--- src/rtl/raster_pkg.sv ---
// Shared definitions for the raster scanner and its memory sink.
package raster_pkg;

  localparam int STATE_WID        = 2;
  localparam int DEF_DAT_WID      = 24;
  localparam int DEF_BUS_DATA_WID = 32;

  // Sink handshake states
  typedef enum logic [STATE_WID-1:0] {
    IDLE  = 2'd0,
    WRITE = 2'd1,
    STALL = 2'd2,
    DONE  = 2'd3
  } state_t;

endpackage

--- src/rtl/ring_ptr.sv ---
// Write pointer of a circular buffer plus fill-level compare against an
// externally owned read pointer. One slot is always kept empty so that
// wr_ptr == rd_ptr unambiguously means empty.
module ring_ptr #(
  parameter int PTR_WID = 10
) (
  input  logic               clk,
  input  logic               rst_n,
  input  logic               clear,
  input  logic               inc,
  input  logic [PTR_WID-1:0] rd_ptr,
  output logic [PTR_WID-1:0] wr_ptr,
  output logic [PTR_WID:0]   words_avail,
  output logic               full
);

  logic [PTR_WID-1:0] diff;

  // Fill level is modulo the buffer depth; wrap is implicit in the width
  always_comb begin
    diff        = wr_ptr - rd_ptr;
    words_avail = {1'b0, diff};
    full        = (diff == {PTR_WID{1'b1}});
  end

  // Pointer register; clear takes priority over increment
  always_ff @(posedge clk or negedge rst_n) begin
    if (!rst_n) begin
      wr_ptr <= '0;
    end else if (clear) begin
      wr_ptr <= '0;
    end else if (inc) begin
      wr_ptr <= wr_ptr + 1'b1;
    end
  end

endmodule

--- src/rtl/raster_mem_sink.sv ---
// Responder side of the raster scanner memory handshake. Each sample is
// sign-extended and written into a RAM ring buffer through a valid/ready
// write port; mem_finished is only raised once the bus accepted the word.
//
// state | meaning
// ------+-----------------------------------------------------------
// IDLE  | waiting for mem_commit; clear is honoured only here
// STALL | commit seen while buffer full; waiting for the kernel to drain
// WRITE | bus_valid held with stable addr/data until bus_ready
// DONE  | mem_finished high until the producer drops mem_commit
module raster_mem_sink
  import raster_pkg::*;
#(
  parameter int                    DAT_WID        = DEF_DAT_WID,
  parameter int                    BUS_DATA_WID   = DEF_BUS_DATA_WID,
  parameter int                    BUS_ADDR_WID   = 32,
  parameter int                    PTR_WID        = 10,
  parameter logic [BUS_ADDR_WID-1:0] BASE_ADDR    = BUS_ADDR_WID'(32'h4000_0000),
  parameter int                    BYTES_PER_WORD = 4
) (
  input  logic                    clk,
  input  logic                    rst_L,
  input  logic [DAT_WID-1:0]      data,
  input  logic                    mem_commit,
  output logic                    mem_finished,
  input  logic                    clear,
  input  logic [PTR_WID-1:0]      rd_ptr,
  output logic [PTR_WID-1:0]      wr_ptr,
  output logic [PTR_WID:0]        words_avail,
  output logic                    full,
  output logic                    overflow,
  output logic [BUS_ADDR_WID-1:0] bus_addr,
  output logic [BUS_DATA_WID-1:0] bus_data,
  output logic                    bus_valid,
  input  logic                    bus_ready
);

  state_t                    state;
  logic                      clr;
  logic                      inc;
  logic [PTR_WID-1:0]        cap_ptr;
  logic [PTR_WID-1:0]        cap_diff;
  logic                      cap_full;
  logic [BUS_ADDR_WID-1:0]   cap_addr;
  logic [BUS_DATA_WID-1:0]   cap_data;

  // Clear only acts in IDLE; the pointer advances on the bus accept cycle
  always_comb begin
    clr = clear && (state == IDLE);
    inc = (state == WRITE) && bus_ready;
  end

  ring_ptr #(
    .PTR_WID (PTR_WID)
  ) u_ring_ptr (
    .clk         (clk),
    .rst_n       (rst_L),
    .clear       (clr),
    .inc         (inc),
    .rd_ptr      (rd_ptr),
    .wr_ptr      (wr_ptr),
    .words_avail (words_avail),
    .full        (full)
  );

  // Capture view of the pointer: a same-cycle clear makes the capture use
  // index 0, so fullness and address are re-evaluated against that value.
  always_comb begin
    cap_ptr  = clr ? '0 : wr_ptr;
    cap_diff = cap_ptr - rd_ptr;
    cap_full = (cap_diff == {PTR_WID{1'b1}});
    cap_addr = BASE_ADDR + BUS_ADDR_WID'(cap_ptr) * BUS_ADDR_WID'(BYTES_PER_WORD);
    cap_data = BUS_DATA_WID'($signed(data));
  end

  // Handshake FSM with registered bus and completion outputs
  always_ff @(posedge clk or negedge rst_L) begin
    if (!rst_L) begin
      state        <= IDLE;
      mem_finished <= 1'b0;
      bus_valid    <= 1'b0;
      bus_addr     <= '0;
      bus_data     <= '0;
      overflow     <= 1'b0;
    end else begin
      case (state)
        IDLE: begin
          if (clr) begin
            overflow <= 1'b0;
          end
          if (mem_commit) begin
            if (cap_full) begin
              overflow <= 1'b1;
              state    <= STALL;
            end else begin
              bus_addr  <= cap_addr;
              bus_data  <= cap_data;
              bus_valid <= 1'b1;
              state     <= WRITE;
            end
          end
        end
        STALL: begin
          if (!cap_full) begin
            bus_addr  <= cap_addr;
            bus_data  <= cap_data;
            bus_valid <= 1'b1;
            state     <= WRITE;
          end
        end
        WRITE: begin
          if (bus_ready) begin
            bus_valid    <= 1'b0;
            mem_finished <= 1'b1;
            state        <= DONE;
          end
        end
        DONE: begin
          if (!mem_commit) begin
            mem_finished <= 1'b0;
            state        <= IDLE;
          end
        end
        default: state <= IDLE;
      endcase
    end
  end

endmodule

--- config.mk ---
export PLATFORM = sky130hd
export DESIGN_NAME = raster_mem_sink
export DESIGN_NICKNAME = d
export VERILOG_FILES = /design/src/rtl/raster_pkg.sv /design/src/rtl/ring_ptr.sv /design/src/rtl/raster_mem_sink.sv
export SDC_FILE = /design/constraint.sdc
export NUM_CORES = 1
export LEC_CHECK = 0
export CAP_MARGIN = 20
export CORE_MARGIN = 2
export CORE_UTILIZATION = 35
export DETAILED_ROUTE_END_ITERATION = 10
export PLACE_DENSITY = 0.63
export SYNTH_ARGS = -nofsm -noshare
export SYNTH_HDL_FRONTEND = slang
export SYNTH_HIERARCHICAL = 1
export SYNTH_SLANG_ARGS = --single-unit
--- constraint.sdc ---
create_clock -name clk -period 4.2 [get_ports clk]
set_input_delay 0.84 -clock clk [delete_from_list [all_inputs] [get_ports clk]]
set_output_delay 0.84 -clock clk [all_outputs]
set_load 0.02 [all_outputs]
==> Yosys cells after proc, flatten, opt, wreduce, memory -nomap -nowiden <==
Cells that the tools add are included.
W data, S select, Z words.
{ "op_classes": {"bitwise": 0, "order_cmp": 0, "multipliers": 0, "div": 0, "shifts": 0, "eq_ne": 9, "muxes": 25, "n_addsub": 4, "reduce_logical": 11} }
{ "ops": {"columns": ["cell", "n"], "rows": [
  ["$mux W32", 4],
  ["$pmux W32 S2", 2],
  ["$add A31 B12 Y32 const A", 1],
  ["$mux W10", 3],
  ["$eq A10 B10 Y1 const B", 2],
  ["$sub A10 B10 Y10", 2],
  ["$add A10 B1 Y10 const B", 1],
  ["$mux W2", 5],
  ["$mux W1", 8],
  ["$ne A2 B2 Y1 const B", 4],
  ["$pmux W2 S4", 1],
  ["$reduce_and A3 Y1", 2],
  ["$reduce_bool A2 Y1", 3],
  ["$eq A2 B2 Y1 const B", 2],
  ["$reduce_and A4 Y1", 1],
  ["$pmux W1 S3", 1],
  ["$reduce_bool A3 Y1", 1],
  ["$eq A2 B1 Y1 const B", 1],
  ["$logic_and A1 B1 Y1", 2],
  ["$logic_not A2 Y1", 1],
  ["$pmux W1 S2", 1],
  ["$reduce_and A2 Y1", 1]
]} }
{ "word_totals": {"rom_bits": 0, "latchBits": 0, "reg_bits": 79, "elab_cells": 56, "output_inout_bits": 89, "input_bits": 39, "mem_count": 0, "ramBits": 0} }

==> Depth between registers and ports, before layout <==
{ "logic_depth": {"word_depth": 8, "mapped_depth": 15, "ltp_nobuf": 13} }

==> Modules after synthesis <==
Netlist, hierarchy kept.
{ "by_module_without_submodules": {"columns": ["mod", "cells_per_inst", "instances", "area_per_inst_um2"], "rows": [
  ["raster_mem_sink", 245, 1, 2725.1],
  ["ring_ptr", 125, 1, 1016.0]
]} }

==> Worst setup path before layout <==
OpenSTA, ideal clock, no wires.
{ "synth_timing": {"kind": "input-to-output", "start": "in rd_ptr[0]", "end": "out full", "arrival_time_ns": 2.875, "path_slack_ns": 0.485, "path_stages": 9, "path_cell_list": "ha_1 > inv_1 > fa_1 > a21oi_1 > o21bai_1 > xor2_1 > nand4_1 > nand4bb_1 > nor4b_2"} }
{ "synth_via": {"elab_chain_len": 2} }
{ "synth_rtl": {"columns": ["element", "line", "source"], "rows": [
  ["start, declared", "raster_mem_sink.sv:27", "input logic [PTR_WID-1:0] rd_ptr,"],
  ["$sub A10 B10 Y10", "ring_ptr.sv:21", "diff = wr_ptr - rd_ptr;"],
  ["net words_avail[4]", "raster_mem_sink.sv:29", "output logic [PTR_WID:0] words_avail,"],
  ["$eq A10 B10 Y1", "ring_ptr.sv:23", "full = (diff == {PTR_WID{1'b1}});"],
  ["end, declared", "raster_mem_sink.sv:30", "output logic full,"]
]} }
The timed path passes the listed nets, and every way through them passes these cells.

==> Worst setup path in the final report <==
{ "layout_timing": {"start": "in rd_ptr[1]", "end": "out words_avail[5]"} }
{ "layout_via": {"elab_chain_len": 1} }
{ "layout_rtl": {"columns": ["element", "line"], "rows": [
  ["$sub A10 B10 Y10", "ring_ptr.sv:21"],
  ["end, declared", "raster_mem_sink.sv:29"]
]} }
No other way between the ends.

==> impl_metrics.json <==
{
  "overflow": 0,
  "setup_viol": 0,
  "final_max_slew_viol_count": 0,
  "cts.htree.levels": 2,
  "postSynthCellCount": 370,
  "gp_congestion": 0.8934,
  "multiInputGateArea_um2": 2181,
  "dieHeight_um": 107.4,
  "portBuffers": 105,
  "hold_path_class": "in2async",
  "drive_gt1_share_pct": 19.41,
  "ys_seq_area_share_pct": 33.44,
  "maxSlewHeadroom_pct": 64.24,
  "grt_start_max_net_pins": 42,
  "synth_top_area_share_pct": 33.44,
  "critPathMaxFanout": 3,
  "num-fill-cells": 992,
  "num_vias": 3060,
  "die_w_um": 107.4,
  "r2r_start": "state[0]",
  "cts_tree": "done",
  "mostFrequentLayoutCell": "clkdlybuf4s50_1",
  "area_growth_pct": 39.20,
  "fin_total_pwr_mw": 3.065,
  "final_antenna_net_count": 0,
  "regArea_um2": 1251,
  "place_hpwl_um": 7335,
  "fmax_ghz": 0.2452,
  "clock-root-buffer": "clkbuf_8",
  "wire_per_inst_um": 14.22,
  "powerDensity_nw_per_um2": 588.5,
  "setup_ws_ns": 0.1213,
  "clk_latency_ns": 0.31,
  "arrival_ns": 3.24,
  "dp_slack_ns": -0.2869,
  "drt-total-wl_um": 9117,
  "post-synth-top-area-cell": "dfrtp_1",
  "crit_start": "rd_ptr[1]",
  "outcome": "completed",
  "drv_cap": 0,
  "post-route-min-period_ns": 4.079,
  "cp-start-kind": "primary input",
  "post-route-period-util_pct": 97.11,
  "fin_nets": 573,
  "async_flop_share_pct": 100.0,
  "drc": 0,
  "hold_viol": 0,
  "synth_cell_types": 60,
  "ys_warn_count": 6,
  "antenna_found_initial": 0,
  "p_leak_nw": 2.481,
  "ctsHoldBuffers": 0,
  "dieArea_um2": 11530,
  "dr.pass1.iters": 4,
  "syn_avg_cell_area_um2": 10.11,
  "grt_pass1_vias": 3100,
  "coreArea_um2": 10370,
  "numCtsBuffers": 5,
  "synth_edf_count": 0,
  "hold_slack_ns": 0.3681,
  "rows": 37,
  "cts_setup_buffers": 0,
  "fin_skew_ns": 0.01209,
  "synth-seq-cells": 50,
  "layout_common_cells": "clkdlybuf4s50_1, dfrtp_1, buf_4",
  "tightest_slew_ns": 0.5308,
  "peakVddDrop_uv": 357.1,
  "grt_pass1_wl_um": 14950,
  "synthTopCellsByArea": "dfrtp_1, mux2_4, ha_1",
  "clock_sinks": 50,
  "clk_pin_slew_worst_paths_ns": 0.10,
  "clk_path_buf_depth": 2,
  "pin_count": 128,
  "start_util_pct": 36.08,
  "antenna_cells": 0,
  "synth_area_um2": 3741,
  "routed_via_density": 4.774,
  "cp-end-kind": "output port",
  "crit_type": "in2out",
  "drt-initial-drc-count": 125,
  "grt_setup_unrepaired": "yes",
  "synthFlopType": "dfrtp_1",
  "cp.required_ns": 3.36,
  "grt_usage_pct": 16.13
}
cell type report:
type	instances	share of cell area (%)
Clock inverter	1	0.5766
Tap cell	136	3.268
Timing Repair Buffer	144	26.07
Multi-Input combinational cell	268	41.88
Clock buffer	6	1.586
Inverter	36	2.595
Sequential cell	50	24.03
routing by layer:
metal / track usage, % / wire (um) / vias to the layer above
met5: 0 / 0 / -
met4: 2.473 / 72 / 0
met3: 2.361 / 324 / 10
met2: 28.89 / 4706 / 64
met1: 21.00 / 4012 / 1469
li1: - / - / 1517
timing repair:
| action | in CTS | in global routing |
|---|---|---|
| resized for setup | 6 | 10 |
| pin swaps | 0 | 0 |
| setup endpoints to repair | 5 | 5 |
| cloned | 0 | 0 |
cells in the mapped netlist (6+ instances only):
cell type,n
nand2_1,21
a21oi_1,9
dfrtp_1,50
nor3_1,7
buf_4,30
o21ai_0,15
nor2_1,22
mux2_4,28
xor2_1,10
and2_1,9
nand3_1,6
ha_1,27
inv_1,36
xnor2_1,7
worst max-delay path, cell delays in order:
cell and delay, ns:
clkdlybuf4s50_1 0.49, inv_1 0.08, ha_1 0.29, nor2b_1 0.16, o2111a_2 0.28, nor3_1 0.21, xnor2_1 0.16, buf_4 0.13
clkdlybuf4s50_1 0.59
stage by stage:
stage / util (%) / TNS (ns) / area, um^2 / cells
2_1_floorplan: - / 0 / 3816 / 390
3_3_place_gp: 48.99 / -1.540 / 5080 / 634
3_5_place_dp: 48.99 / -1.453 / 5080 / 634
4_1_cts: 50.08 / 0 / 5194 / 641
5_1_grt: 50.22 / -0.07172 / 5207 / 641
6_report: 50.22 / 0 / 5207 / 641
logic make-up after synthesis:
logic type,after synthesis,synth area share [%]
and+or+nand+nor,98,14.62
buffers and inverters,72,10.84
AOI/OAI and AO/OA,64,12.74
DFF,50,33.44
muxes,38,14.08
adders and majority gates,29,10.10
xor gates and xnor gates,17,3.980
other,2,0.2007
path summary, 6_finish.rpt:
check / end / slack, ns / cells past startpoint
max: words_avail[5] / 0.12 / 9
min: bus_data[30] / 0.37 / 1
max reg2reg: bus_data[10] / 0.42 / 12
min reg2reg: bus_addr[30] / 0.47 / 1
max in group asynchronous: bus_data[3] / 3.05 / 2
min in group clk: bus_addr[30] / 0.47 / 1
power by group:
| part | internal, mW | switching (mW) | leakage (nW) |
|---|---|---|---|
| sequential | 0.650 | 0.134 | 0.623 |
| clock | 0.191 | 0.163 | 0.0573 |
| combinational | 1.02 | 0.909 | 1.80 |
registers in the layout, indices dropped and copies added (netlist names):
| register | flops |
|---|---|
| u_ring_ptr/wr_ptr | 10 |
| mem_finished | 1 |
| state | 2 |
| bus_data | 24 |
| bus_addr | 11 |
| overflow | 1 |
| bus_valid | 1 |
Note: power is estimated with default switching activity, not from simulation.
